### src/rtl/easy_axi_rd_arb_pkg.sv
// Shared AXI widths, encodings and arbiter state type
// for the easy_axi read-path blocks.
package easy_axi_rd_arb_pkg;

    localparam int AXI_ID_W    = 4;
    localparam int AXI_ADDR_W  = 32;
    localparam int AXI_LEN_W   = 8;
    localparam int AXI_SIZE_W  = 3;
    localparam int AXI_BURST_W = 2;
    localparam int AXI_DATA_W  = 32;
    localparam int AXI_RESP_W  = 2;

    localparam logic [AXI_SIZE_W-1:0]  AXI_SIZE_1B = 3'd0;
    localparam logic [AXI_SIZE_W-1:0]  AXI_SIZE_2B = 3'd1;
    localparam logic [AXI_SIZE_W-1:0]  AXI_SIZE_4B = 3'd2;

    localparam logic [AXI_BURST_W-1:0] AXI_BURST_FIXED = 2'b00;
    localparam logic [AXI_BURST_W-1:0] AXI_BURST_INCR  = 2'b01;
    localparam logic [AXI_BURST_W-1:0] AXI_BURST_WRAP  = 2'b10;

    typedef enum logic [1:0] {
        ARB_ST_IDLE = 2'd0,
        ARB_ST_ADDR = 2'd1,
        ARB_ST_DATA = 2'd2
    } arb_st_e;

endpackage

### src/rtl/easy_axi_rr_pick.sv
// Combinational round-robin picker: first requester above
// 'last', wrapping modulo NUM_MST.
module easy_axi_rr_pick #(
    parameter int NUM_MST = 2,
    parameter int GIDX_W  = $clog2(NUM_MST)
) (
    input  logic [NUM_MST-1:0] req,
    input  logic [GIDX_W-1:0]  last,
    output logic [NUM_MST-1:0] gnt_onehot,
    output logic [GIDX_W-1:0]  gnt_idx,
    output logic               any
);

    logic [GIDX_W-1:0] w_j;

    always_comb begin
        gnt_onehot = '0;
        gnt_idx    = '0;
        any        = 1'b0;
        w_j        = '0;
        // k runs to NUM_MST so 'last' itself is the final candidate
        for (int k = 1; k <= NUM_MST; k++) begin
            w_j = GIDX_W'((int'(last) + k) % NUM_MST);
            if (!any && req[w_j]) begin
                any            = 1'b1;
                gnt_onehot[w_j] = 1'b1;
                gnt_idx        = w_j;
            end
        end
    end

endmodule

### src/rtl/easy_axi_rd_arb.sv
// Round-robin arbiter sharing one downstream AXI read port
// between NUM_MST masters; one burst in flight at a time.
module easy_axi_rd_arb
    import easy_axi_rd_arb_pkg::*;
#(
    parameter int NUM_MST = 2,
    parameter int GIDX_W  = $clog2(NUM_MST)
) (
    input  logic                           clk,
    input  logic                           rst_n,
    input  logic [NUM_MST-1:0]             m_arvalid,
    output logic [NUM_MST-1:0]             m_arready,
    input  logic [NUM_MST*AXI_ID_W-1:0]    m_arid,
    input  logic [NUM_MST*AXI_ADDR_W-1:0]  m_araddr,
    input  logic [NUM_MST*AXI_LEN_W-1:0]   m_arlen,
    input  logic [NUM_MST*AXI_SIZE_W-1:0]  m_arsize,
    input  logic [NUM_MST*AXI_BURST_W-1:0] m_arburst,
    output logic [NUM_MST-1:0]             m_rvalid,
    input  logic [NUM_MST-1:0]             m_rready,
    output logic [AXI_DATA_W-1:0]          m_rdata,
    output logic [AXI_RESP_W-1:0]          m_rresp,
    output logic                           m_rlast,
    output logic                           s_arvalid,
    input  logic                           s_arready,
    output logic [AXI_ID_W-1:0]            s_arid,
    output logic [AXI_ADDR_W-1:0]          s_araddr,
    output logic [AXI_LEN_W-1:0]           s_arlen,
    output logic [AXI_SIZE_W-1:0]          s_arsize,
    output logic [AXI_BURST_W-1:0]         s_arburst,
    input  logic                           s_rvalid,
    output logic                           s_rready,
    input  logic [AXI_DATA_W-1:0]          s_rdata,
    input  logic [AXI_RESP_W-1:0]          s_rresp,
    input  logic                           s_rlast,
    output logic                           busy,
    output logic [GIDX_W-1:0]              grant_idx,
    output logic                           len_err
);

    arb_st_e                r_state;
    arb_st_e                w_next;
    logic [GIDX_W-1:0]      r_grant;
    logic [GIDX_W-1:0]      r_last;
    logic [AXI_LEN_W:0]     r_beat_cnt;
    logic                   r_len_err;
    logic [AXI_ID_W-1:0]    r_arid;
    logic [AXI_ADDR_W-1:0]  r_araddr;
    logic [AXI_LEN_W-1:0]   r_arlen;
    logic [AXI_SIZE_W-1:0]  r_arsize;
    logic [AXI_BURST_W-1:0] r_arburst;

    logic [NUM_MST-1:0]     w_pick_onehot;
    logic [GIDX_W-1:0]      w_pick_idx;
    logic                   w_pick_any;
    logic                   w_ar_hs;
    logic                   w_r_hs;
    logic                   w_len_hit;

    easy_axi_rr_pick #(
        .NUM_MST (NUM_MST),
        .GIDX_W  (GIDX_W)
    ) u_pick (
        .req        (m_arvalid),
        .last       (r_last),
        .gnt_onehot (w_pick_onehot),
        .gnt_idx    (w_pick_idx),
        .any        (w_pick_any)
    );

    // The picked master is valid by construction, so 'any' is the handshake
    assign w_ar_hs   = (r_state == ARB_ST_IDLE) && w_pick_any;
    assign w_r_hs    = (r_state == ARB_ST_DATA) && s_rvalid && s_rready;
    assign w_len_hit = (r_beat_cnt == {1'b0, r_arlen});

    always_ff @(posedge clk or negedge rst_n) begin
        if (!rst_n) begin
            r_state <= ARB_ST_IDLE;
        end else begin
            r_state <= w_next;
        end
    end

    always_comb begin
        w_next    = r_state;
        m_arready = '0;
        m_rvalid  = '0;
        s_arvalid = 1'b0;
        s_rready  = 1'b0;
        case (r_state)
            ARB_ST_IDLE: begin
                m_arready = w_pick_onehot;
                if (w_pick_any) begin
                    w_next = ARB_ST_ADDR;
                end
            end
            ARB_ST_ADDR: begin
                s_arvalid = 1'b1;
                if (s_arready) begin
                    w_next = ARB_ST_DATA;
                end
            end
            ARB_ST_DATA: begin
                s_rready          = m_rready[r_grant];
                m_rvalid[r_grant] = s_rvalid;
                if (s_rvalid && m_rready[r_grant] && s_rlast) begin
                    w_next = ARB_ST_IDLE;
                end
            end
            default: begin
                w_next = ARB_ST_IDLE;
            end
        endcase
    end

    always_ff @(posedge clk or negedge rst_n) begin
        if (!rst_n) begin
            r_grant    <= '0;
            r_last     <= GIDX_W'(NUM_MST - 1);
            r_beat_cnt <= '0;
            r_len_err  <= 1'b0;
            r_arid     <= '0;
            r_araddr   <= '0;
            r_arlen    <= '0;
            r_arsize   <= '0;
            r_arburst  <= '0;
        end else begin
            if (w_ar_hs) begin
                r_grant    <= w_pick_idx;
                r_beat_cnt <= '0;
                r_arid     <= m_arid[w_pick_idx*AXI_ID_W +: AXI_ID_W];
                r_araddr   <= m_araddr[w_pick_idx*AXI_ADDR_W +: AXI_ADDR_W];
                r_arlen    <= m_arlen[w_pick_idx*AXI_LEN_W +: AXI_LEN_W];
                r_arsize   <= m_arsize[w_pick_idx*AXI_SIZE_W +: AXI_SIZE_W];
                r_arburst  <= m_arburst[w_pick_idx*AXI_BURST_W +: AXI_BURST_W];
            end
            // A mismatch is flagged at whichever end of the burst notices it
            if (w_r_hs) begin
                r_beat_cnt <= r_beat_cnt + 1'b1;
                if (s_rlast) begin
                    r_last <= r_grant;
                    if (!w_len_hit) begin
                        r_len_err <= 1'b1;
                    end
                end else if (w_len_hit) begin
                    r_len_err <= 1'b1;
                end
            end
        end
    end

    assign m_rdata   = s_rdata;
    assign m_rresp   = s_rresp;
    assign m_rlast   = s_rlast;
    assign s_arid    = r_arid;
    assign s_araddr  = r_araddr;
    assign s_arlen   = r_arlen;
    assign s_arsize  = r_arsize;
    assign s_arburst = r_arburst;
    assign busy      = (r_state != ARB_ST_IDLE);
    assign grant_idx = r_grant;
    assign len_err   = r_len_err;

endmodule

### config.mk
export PLATFORM = sky130hd
export DESIGN_NAME = easy_axi_rd_arb
export DESIGN_NICKNAME = d
export VERILOG_FILES = /design/src/rtl/easy_axi_rd_arb_pkg.sv /design/src/rtl/easy_axi_rr_pick.sv /design/src/rtl/easy_axi_rd_arb.sv
export SDC_FILE = /design/constraint.sdc
export NUM_CORES = 1
export LEC_CHECK = 0
export CAP_MARGIN = 30
export CORE_UTILIZATION = 38
export DETAILED_ROUTE_END_ITERATION = 6
export PLACE_DENSITY = 0.82
export SETUP_SLACK_MARGIN = 0.2
export SYNTH_ARGS = -nofsm -noshare
export SYNTH_HDL_FRONTEND = slang
export SYNTH_SLANG_ARGS = --single-unit
export TNS_END_PERCENT = 5
### constraint.sdc
create_clock -name clk -period 2.8 [get_ports clk]
set_input_delay 0.28 -clock clk [delete_from_list [all_inputs] [get_ports clk]]
set_output_delay 0.28 -clock clk [all_outputs]
set_load 0.05 [all_outputs]
== Word level (Yosys, flattened, before mapping) ==
Cells that the tools add are included.

* Muxes and demuxes: 31
* Magnitude comparators: 6
* Equal/unequal tests: 7
* Reduce and logical (&&, ||, !) cells: 17
* Shift operators: 5
* $add $sub $neg: 3
* Bitwise logic cells: 2
* Multiply operators: 1

{| class="wikitable"
|+ Operators with widths
! cell !! number
|-
| 64-bit by 7-bit indexed part select with 32-bit output || 1
|-
| 1-bit two-way mux || 18
|-
| 9-bit two-way mux || 2
|-
| 16-bit by 5-bit indexed part select with 8-bit output || 1
|-
| 2-bit two-way mux || 7
|-
| 9-bit by 1-bit adder with 9-bit output (second input constant) || 1
|-
| 9-bit by 8-bit == test with 1-bit output || 1
|-
| 1-bit logical AND || 9
|-
| 8-bit by 4-bit indexed part select with 4-bit output || 1
|-
| 1-bit by 2-bit less-than comparator with 1-bit output (second input constant) || 3
|-
| 2-bit inequality test (second input constant) || 3
|-
| 2-bit case mux with 3 select lines || 1
|-
| 3-bit AND reduction || 2
|-
| 2-bit nonzero test || 3
|-
| 6-bit by 4-bit indexed part select with 3-bit output || 1
|-
| 4-bit by 3-bit indexed part select with 2-bit output || 1
|-
| 1-bit demux with 1-bit select || 3
|-
| 1-bit greater-or-equal comparator (second input constant) || 3
|-
| 1-bit by 2-bit multiplier with 3-bit output (second input constant) || 1
|-
| 1-bit adder (second input constant) || 2
|-
| 2-bit AND || 1
|-
| 2-bit by 1-bit == test with 1-bit output (second input constant) || 1
|-
| 2-bit == test (second input constant) || 1
|-
| 2-bit zero test || 1
|-
| 4 further kinds || 4
|}

* Output and inout port bits: 93
* Register bits after elaboration: 63
* Word-level logic and storage cells: 82

== Longest topological paths before layout ==
Gate-level depths: netlist (run 1).

* Word-level depth: 10
* Gate-level depth with buffers: 6

== By module ==
A second synthesis (run 1) with hierarchy kept.

* Cell total of the unflattened synthesis: 338
* Area, all modules: 3359.5 µm²

{| class="wikitable"
|+ Modules (own cells, without submodules)
! module !! cells each !! area each (µm²) !! sequential area each (µm²) !! instances
|-
| easy_axi_rd_arb || 333 || 3326.9 || 1577.8 || 1
|-
| easy_axi_rr_pick || 5 || 32.5 || 0.0 || 1
|}

== Least setup slack after synthesis (run 1) ==
Ideal clock, no wire load.

* Kind: reg-to-output
* Start point: register r_grant, in the netlist grant_idx
* End point: output s_rready
* Stages on the path, launching flop included: 3
* Path slack: 0.439 ns
* Arrival time: 2.081 ns
* Data required time: 2.520 ns
* Buffers on the path: 0
* Cells stage by stage: dfrtp_1 -> mux2i_2 -> nor3b_1

* Cells in the longest elaborated chain, start to end: 3

{| class="wikitable"
|+ Ends and longest elaborated chain
! element !! RTL line !! RTL
|-
| start: declaration || easy_axi_rd_arb.sv:42 || <nowiki>logic [GIDX_W-1:0] r_grant;</nowiki>
|-
| start signal: assignment || easy_axi_rd_arb.sv:128 || <nowiki>r_grant <= w_pick_idx;</nowiki>
|-
| 1-bit two-way mux (not written as such) (2 in series) || easy_axi_rd_arb.sv:103 || <nowiki>s_rready = m_rready[r_grant];</nowiki>
|-
| 1-bit two-way mux || easy_axi_rd_arb.sv:89 || <nowiki>case (r_state)</nowiki>
|-
| end: declaration || easy_axi_rd_arb.sv:31 || <nowiki>output logic s_rready,</nowiki>
|}

No other way between the ends. The select of a mux whose other input is x is not followed.

== Worst setup path after layout (run 1) ==
* Start point: register r_state[0]
* End point: output m_arready[0]

* Cells in the longest elaborated chain, start to end: 2

{| class="wikitable"
|+ Ends and longest elaborated chain
! element !! RTL line !! RTL
|-
| start: declaration || easy_axi_rd_arb.sv:40 || <nowiki>arb_st_e r_state;</nowiki>
|-
| start signal: assignment || easy_axi_rd_arb.sv:79 || <nowiki>r_state <= w_next;</nowiki>
|-
| 2-bit zero test || easy_axi_rd_arb.sv:89 ||
|-
| 2-bit two-way mux || easy_axi_rd_arb.sv:89 ||
|-
| end: declaration || easy_axi_rd_arb.sv:12 || <nowiki>output logic [NUM_MST-1:0] m_arready,</nowiki>
|}

No other way between the ends.

==> results_dict.tcl, run 1 <==
set metrics [dict create \
    post_cts_buffers 0 \
    syn_area_mm2 0.00336 \
    dieHeight_um 96.0 \
    most_common_cell_after_layout_fill_and_taps_aside "sky130_fd_sc_hd__clkdlybuf4s50_1" \
    power_density_mw_per_mm2 1120 \
    detailroute.wirelength.met2_um 4070 \
    deepest_level_of_the_cts_h_tree 3 \
    netlist-cell-type-count 34 \
    grt_max_degree 108 \
    ant_nets 0 \
    dp_hpwl_um 6190 \
    total_leakage_power_nw 2.23 \
    quantity_of_hold_fixing_buffers_added_after_cts 0 \
    final-setup-viol-count 0 \
    startpoint "r_state[0]" \
    fp.dieArea_mm2 0.00922 \
    holdCritPathClass "in -> async" \
    yosysWarningCount 0 \
    yosys_most_used_dff "sky130_fd_sc_hd__dfrtp_1" \
    place.port_buffers 165 \
    total_design_power_mw 5.65 \
    design.core.area_mm2 0.00838 \
    route.layer.met1.wl_um 3290 \
    tightest_slew_ps 780 \
    syn2layout_area_growth_pct 49.9 \
    gp_congestion 0.753 \
    clock_tree.buffer_depth 2 \
    first_global_vias 2800 \
    period_share_pct 84.2 \
    num_rows 33 \
    cts.sinks 63 \
    rr_startpoint "r_state[0]" \
    async_flop_share_pct 100 \
    fraction_of_final_layout_cells_with_drive_strength_greater_than_1_pct 6.60 \
    cts.clk_slew.worst_paths_ps 70 \
    synth.net_count 480 \
    destination_of_the_worst_register_to_register_timing_path "r_beat_cnt[2]" \
    die_w_um 96.0 \
    run_status "completed" \
    final_nets 607 \
    ioPinCount 234 \
    drc 0 \
    arrival_time_at_the_worst_endpoint_ps 2080 \
    timing.max_slew.rel_slack_pct 48.0 \
    timing.setup.tns_ps 0 \
    vdd_drop_max_mv 0.517 \
    seq_area_frac_synth_pct 47.0 \
    ff_latch_area_mm2 0.00158 \
    final-max-slew-violation-count 0 \
    required_ps 2520 \
    synth_cells 338 \
    antenna_violations_before_repair 0 \
    synth_enable_flop_cells 0 \
    r2r_setup_slack_ps 1000 \
    r2r_cells 4 \
    clock-skew-final_ps 5.40 \
    global_route.usage.total_pct 18.5 \
    fill_cells 724 \
    first_pass_grt_wire_length_um 13000 \
    layout_min_cycle_time_ps 2360 \
    tritoncts "yes" \
    firstDrtPassIters 4 \
    multi_input_gate_area_mm2 0.00143 \
    worstSkewPairLatency_ps 330 \
    max_cap_viol_count 0 \
    grt_setup_unrepaired "false" \
    cts.repair.resized 0 \
    route.vias.total 2765 \
    fmax_mhz 424 \
    post_drt_via_cell_ratio 4.81 \
    drt-initial-drc-count 43 \
    final_hold_viol_count 0 \
    fin_area_mm2 0.00503 \
    global_route.overflow_total 0 \
    finalWirelength_um 8220 \
    start_util_pct 40.1 \
    synth.ff_latch_count 63 \
    synthesis.area_per_instance_um2 9.94 \
    critical_path_destination "m_arready[0]" \
    placed_cell_areas_mm2 0.00484 \
    setup.worst_path.class "reg -> out" \
    end_kind "primary output" \
    number_of_clock_buffers_inserted_by_tritoncts 9 \
    root_buffer "sky130_fd_sc_hd__clkbuf_8" \
    critical_path.startpoint_type "flop" \
    most-common-layout-cells "163 x sky130_fd_sc_hd__clkdlybuf4s50_1, 62 x sky130_fd_sc_hd__dfrtp_1, 60 x sky130_fd_sc_hd__nand2_1" \
    top_signal_layer_used "met4" \
    detail_route.wl_per_cell_um 14.3 \
    worstPathMaxFanout 5 \
    antennaDiodeCount 0 \
    met3RoutedLength_um 726 \
]
cell families (layout without fill, tap and decap cells):
| group | count (synthesis) | after routing | share of synthesized area (%) |
|---|---|---|---|
| mux | 60 | 60 | 18.1 |
| simple gates | 87 | 87 | 11.7 |
| xor+xnor | 8 | 8 | 2.09 |
| flops | 63 | 63 | 47.0 |
| fa+ha+maj | 1 | 1 | 0.373 |
| compound gates | 61 | 61 | 9.61 |
| buf+inv | 58 | 190 | 11.1 |
routing by layer:
metal | vias to the layer above | global-route usage (%)
li1 | 1371 | -
met1 | 1259 | 21.0
met2 | 114 | 32.2
met3 | 21 | 5.85
met4 | 0 | 7.59
met5 | - | 0
synthesized netlist by cell type, types with 2 or more instances:
library cell,number,area share [%]
sky130_fd_sc_hd__nand3b_1,2,0.45
sky130_fd_sc_hd__buf_2,7,1.0
sky130_fd_sc_hd__clkbuf_1,7,0.78
sky130_fd_sc_hd__dfrtp_1,62,46
sky130_fd_sc_hd__xor2_1,5,1.3
sky130_fd_sc_hd__nand2_1,60,6.7
sky130_fd_sc_hd__mux2_2,3,1.0
sky130_fd_sc_hd__xnor2_1,3,0.78
sky130_fd_sc_hd__nand3_1,5,0.75
sky130_fd_sc_hd__mux2i_1,56,17
sky130_fd_sc_hd__nor2_1,8,0.89
sky130_fd_sc_hd__o21ai_0,54,8.0
sky130_fd_sc_hd__inv_1,5,0.56
sky130_fd_sc_hd__nor3_1,2,0.30
sky130_fd_sc_hd__buf_4,39,8.7
sky130_fd_sc_hd__and3_1,2,0.37
through the flow:
step | hold slack, ps | utilization, % | setup WS, ps | std cells
final | 108 | 60.1 | 443 | 575
after global routing | 170 | 60.1 | 299 | 575
after CTS | 139 | 60.1 | 421 | 575
after detailed placement | 465 | 57.8 | 550 | 559
after global placement | 454 | 57.8 | 609 | 559
after floorplan | -15.6 | - | 439 | 338
critical path: stages, from the launching register on:
cell,delay [ps]
sky130_fd_sc_hd__dfrtp_1,420
sky130_fd_sc_hd__nor2_1,320
sky130_fd_sc_hd__inv_1,90
sky130_fd_sc_hd__nor2_1,110
sky130_fd_sc_hd__clkdlybuf4s50_1,800
power breakdown:
part           switching (mW)  internal (mW)  leakage [nW]
clock network           0.334          0.432         0.100
logic                    2.17           1.14          1.34
registers               0.259           1.31         0.786
sequential cells by signal, summed over array words and instances (netlist names):
register / flops
s_araddr: 32
r_beat_cnt: 9
s_arlen: 8
s_arid: 4
s_arsize: 3
r_state: 2
s_arburst: 2
grant_idx: 1
len_err: 1
r_last: 1
layout make-up:
class,count,area share (%)
multi-input cells,217,28.4
repair buffers,169,33.5
inverters,5,0.373
clock buffers,12,2.88
well taps,105,2.61
clock inverters,4,0.895
flip-flops and latches,63,31.3
worst min-delay path by stage:
| stage | depth (start not counted) | to | from | slack [ps] |
|---|---|---|---|---|
| final | 2 | s_araddr[23] | rst_n | 110 |
| after global routing | 2 | s_araddr[25] | rst_n | 170 |
| after CTS | 2 | s_araddr[23] | rst_n | 140 |
| after detailed placement | 1 | len_err | len_err | 460 |
| after global placement | 1 | len_err | len_err | 450 |
| after floorplan | 0 | grant_idx | rst_n | -20 |
(Power assumes the default switching activity.)
==> run 2, diff against run 1 <==
CORE_UTILIZATION = 36   (was 38)
PLACE_DENSITY = 0.78   (was 0.82)
clock period = 2.2 ns   (was 2.8 ns; I/O delays follow)
==> results_dict.tcl, run 2 (synthesis results as in run 1) <==
set metrics [dict create \
    worstPathMaxFanout 6 \
    detail_route.wl_per_cell_um 13.7 \
    global_route.overflow_total 0 \
    route.vias.total 2758 \
    post-route-worst-setup-slack_ps 329 \
    critPathBufInv 1 \
    final-setup-viol-count 0 \
    grt_max_degree 108 \
    first_global_vias 2791 \
    final_hold_viol_count 0 \
    most-common-layout-cells "157 x sky130_fd_sc_hd__clkdlybuf4s50_1, 62 x sky130_fd_sc_hd__dfrtp_1, 60 x sky130_fd_sc_hd__nand2_1" \
    timing.setup.tns_ps 0 \
    worstSkewPairLatency_ps 330 \
    ant_nets 0 \
    firstDrtPassIters 4 \
    gp_congestion 0.787 \
    grt_setup_unrepaired "false" \
    cts.clk_slew.worst_paths_ps 80 \
    crit_path_max_incr_delay_ps 850 \
    groute.layer.met1.usage_pct 20.0 \
    cts.sinks 63 \
    drt-initial-drc-count 107 \
    first_pass_grt_wire_length_um 13000 \
    dieHeight_um 98.6 \
    num_rows 34 \
    antenna_violations_before_repair 0 \
    fraction_of_final_layout_cells_with_drive_strength_greater_than_1_pct 8.46 \
    end_kind "primary output" \
    grt_max_usage_layer "met2" \
    holdCritPathClass "in -> async" \
    final_nets 610 \
    fmax_mhz 534 \
    required_ps 1980 \
    timing.max_slew.rel_slack_pct 65.0 \
    layout_min_cycle_time_ps 1870 \
    layout.core_utilization_pct 58.0 \
    tritoncts "yes" \
    fp.dieArea_mm2 0.00972 \
    hold-worst-slack_ps 375 \
    drc 0 \
    syn2layout_area_growth_pct 53.5 \
    tightest_slew_ps 524 \
    fill_cells 776 \
    dp_hpwl_um 6090 \
    period_share_pct 85.1 \
    post_drt_via_cell_ratio 4.75 \
    die_w_um 98.6 \
    number_of_clock_buffers_inserted_by_tritoncts 9 \
    stdcell_count 581 \
    global_route.usage.total_pct 17.0 \
    design.core.area_mm2 0.00889 \
    total_leakage_power_nw 2.29 \
    critical_path.startpoint_type "flop" \
    max_cap_viol_count 0 \
    vdd_drop_max_mv 0.826 \
    finalWirelength_um 7980 \
    run_status "completed" \
    fin_area_mm2 0.00515 \
    final-max-slew-violation-count 0 \
    post-place-cells 564 \
    setup.worst_path.class "reg -> out" \
    total_design_power_mw 7.33 \
    place.port_buffers 165 \
    most_common_cell_after_layout_fill_and_taps_aside "sky130_fd_sc_hd__clkdlybuf4s50_1" \
    placed_cell_areas_mm2 0.00492 \
    deepest_level_of_the_cts_h_tree 3 \
    grt.met2_usage_pct 28.0 \
    ff_latch_area_mm2 0.00158 \
    clock-skew-final_ps 9.83 \
    ioPinCount 234 \
    clock_tree.buffer_depth 2 \
    root_buffer "sky130_fd_sc_hd__clkbuf_8" \
    multi_input_gate_area_mm2 0.00144 \
    crit_chain "clkdlybuf4s50_1" \
    cp_slowest_cell "sky130_fd_sc_hd__clkdlybuf4s50_1" \
    antennaDiodeCount 0 \
    power_density_mw_per_mm2 1420 \
    start_util_pct 37.8 \
    largest_reg_flops 32 \
    global_route.usage.met3_pct 5.60 \
    crit_family "buffers and inverters" \
    arrival_time_at_the_worst_endpoint_ps 1650 \
    place_worst_setup_slack_ps 285 \
]
==> run 2: cell count changes in the layout (fill, tap and decap cells not counted) <==
cell                              previous run  this run
sky130_fd_sc_hd__bufinv_16                   1         2
sky130_fd_sc_hd__clkinvlp_4                  0         2
sky130_fd_sc_hd__clkinv_4                    0         2
sky130_fd_sc_hd__dlymetal6s2s_1              0         1
sky130_fd_sc_hd__clkbuf_8                   10         9
sky130_fd_sc_hd__dlygate4sd2_1               0         1
sky130_fd_sc_hd__clkbuf_1                    2         0
sky130_fd_sc_hd__nor3b_2                     1         2
sky130_fd_sc_hd__buf_4                       4         5
sky130_fd_sc_hd__nor3b_1                     1         0
sky130_fd_sc_hd__buf_12                      1         6
sky130_fd_sc_hd__clkdlybuf4s50_1           163       157
sky130_fd_sc_hd__dlygate4sd3_1               0         1
sky130_fd_sc_hd__clkinv_2                    3         1
==> run 2: path summary, 6_finish.rpt <==
| path | startpoint | to | slack (ps) | cells past startpoint |
|---|---|---|---|---|
| max in group asynchronous | rst_n | r_last | 1150 | 3 |
| hold / removal | rst_n | s_arsize[0] | 380 | 2 |
| setup / recovery | grant_idx | grant_idx | 330 | 1 |
| hold reg to reg | len_err | len_err | 480 | 1 |
| min in group clk | s_rdata[16] | m_rdata[16] | 440 | 0 |
| setup reg to reg | grant_idx | len_err | 460 | 4 |
==> run 2: cell type report <==
class | instances | share of cell area, %
tap | 108 | 2.62
sequential | 63 | 30.6
timing repair buffer | 172 | 34.3
inverter | 5 | 0.364
clock inverter | 7 | 1.89
clock buffer | 9 | 2.40
multi-input combinational | 217 | 27.8
==> run 2: layer usage <==
layer	vias to the layer above	wire, um	share of wire, %
li1	1369	-	-
met1	1252	3360	42
met2	113	3760	47
met3	24	661	8.3
met4	0	198	2.5
met5	-	0	0
==> run 2: where the power goes <==
group	leakage, nW	total (mW)	internal, mW	switching, mW
Clock	0.105	1.10	0.639	0.463
Sequential	0.786	1.99	1.66	0.329
Combinational	1.40	4.23	1.48	2.75
==> run 2: timing repair <==
| action | 4_1_cts | 5_1_grt |
|---|---|---|
| endpoints found under the hold margin | 18 | 0 |
| buffers inserted | 0 | 0 |
| endpoints found under the setup margin | 2 | 1 |
| hold buffers | 1 | 0 |
| resized for setup | 1 | 1 |
| gates cloned | 0 | 0 |
==> run 2: worst register-to-register path, delay by kind of cell (launching register included) <==
kind / cells / cell delay, ps
simple gates: 1 / 130
flops: 1 / 470
compound gates: 2 / 530
mux: 1 / 480
==> run 3, diff against run 2 <==
CTS_CLUSTER_DIAMETER = 120   (was not set)
==> results of run 3 <==
No change in the layout: final DEF, timing and power equal those of run 2.
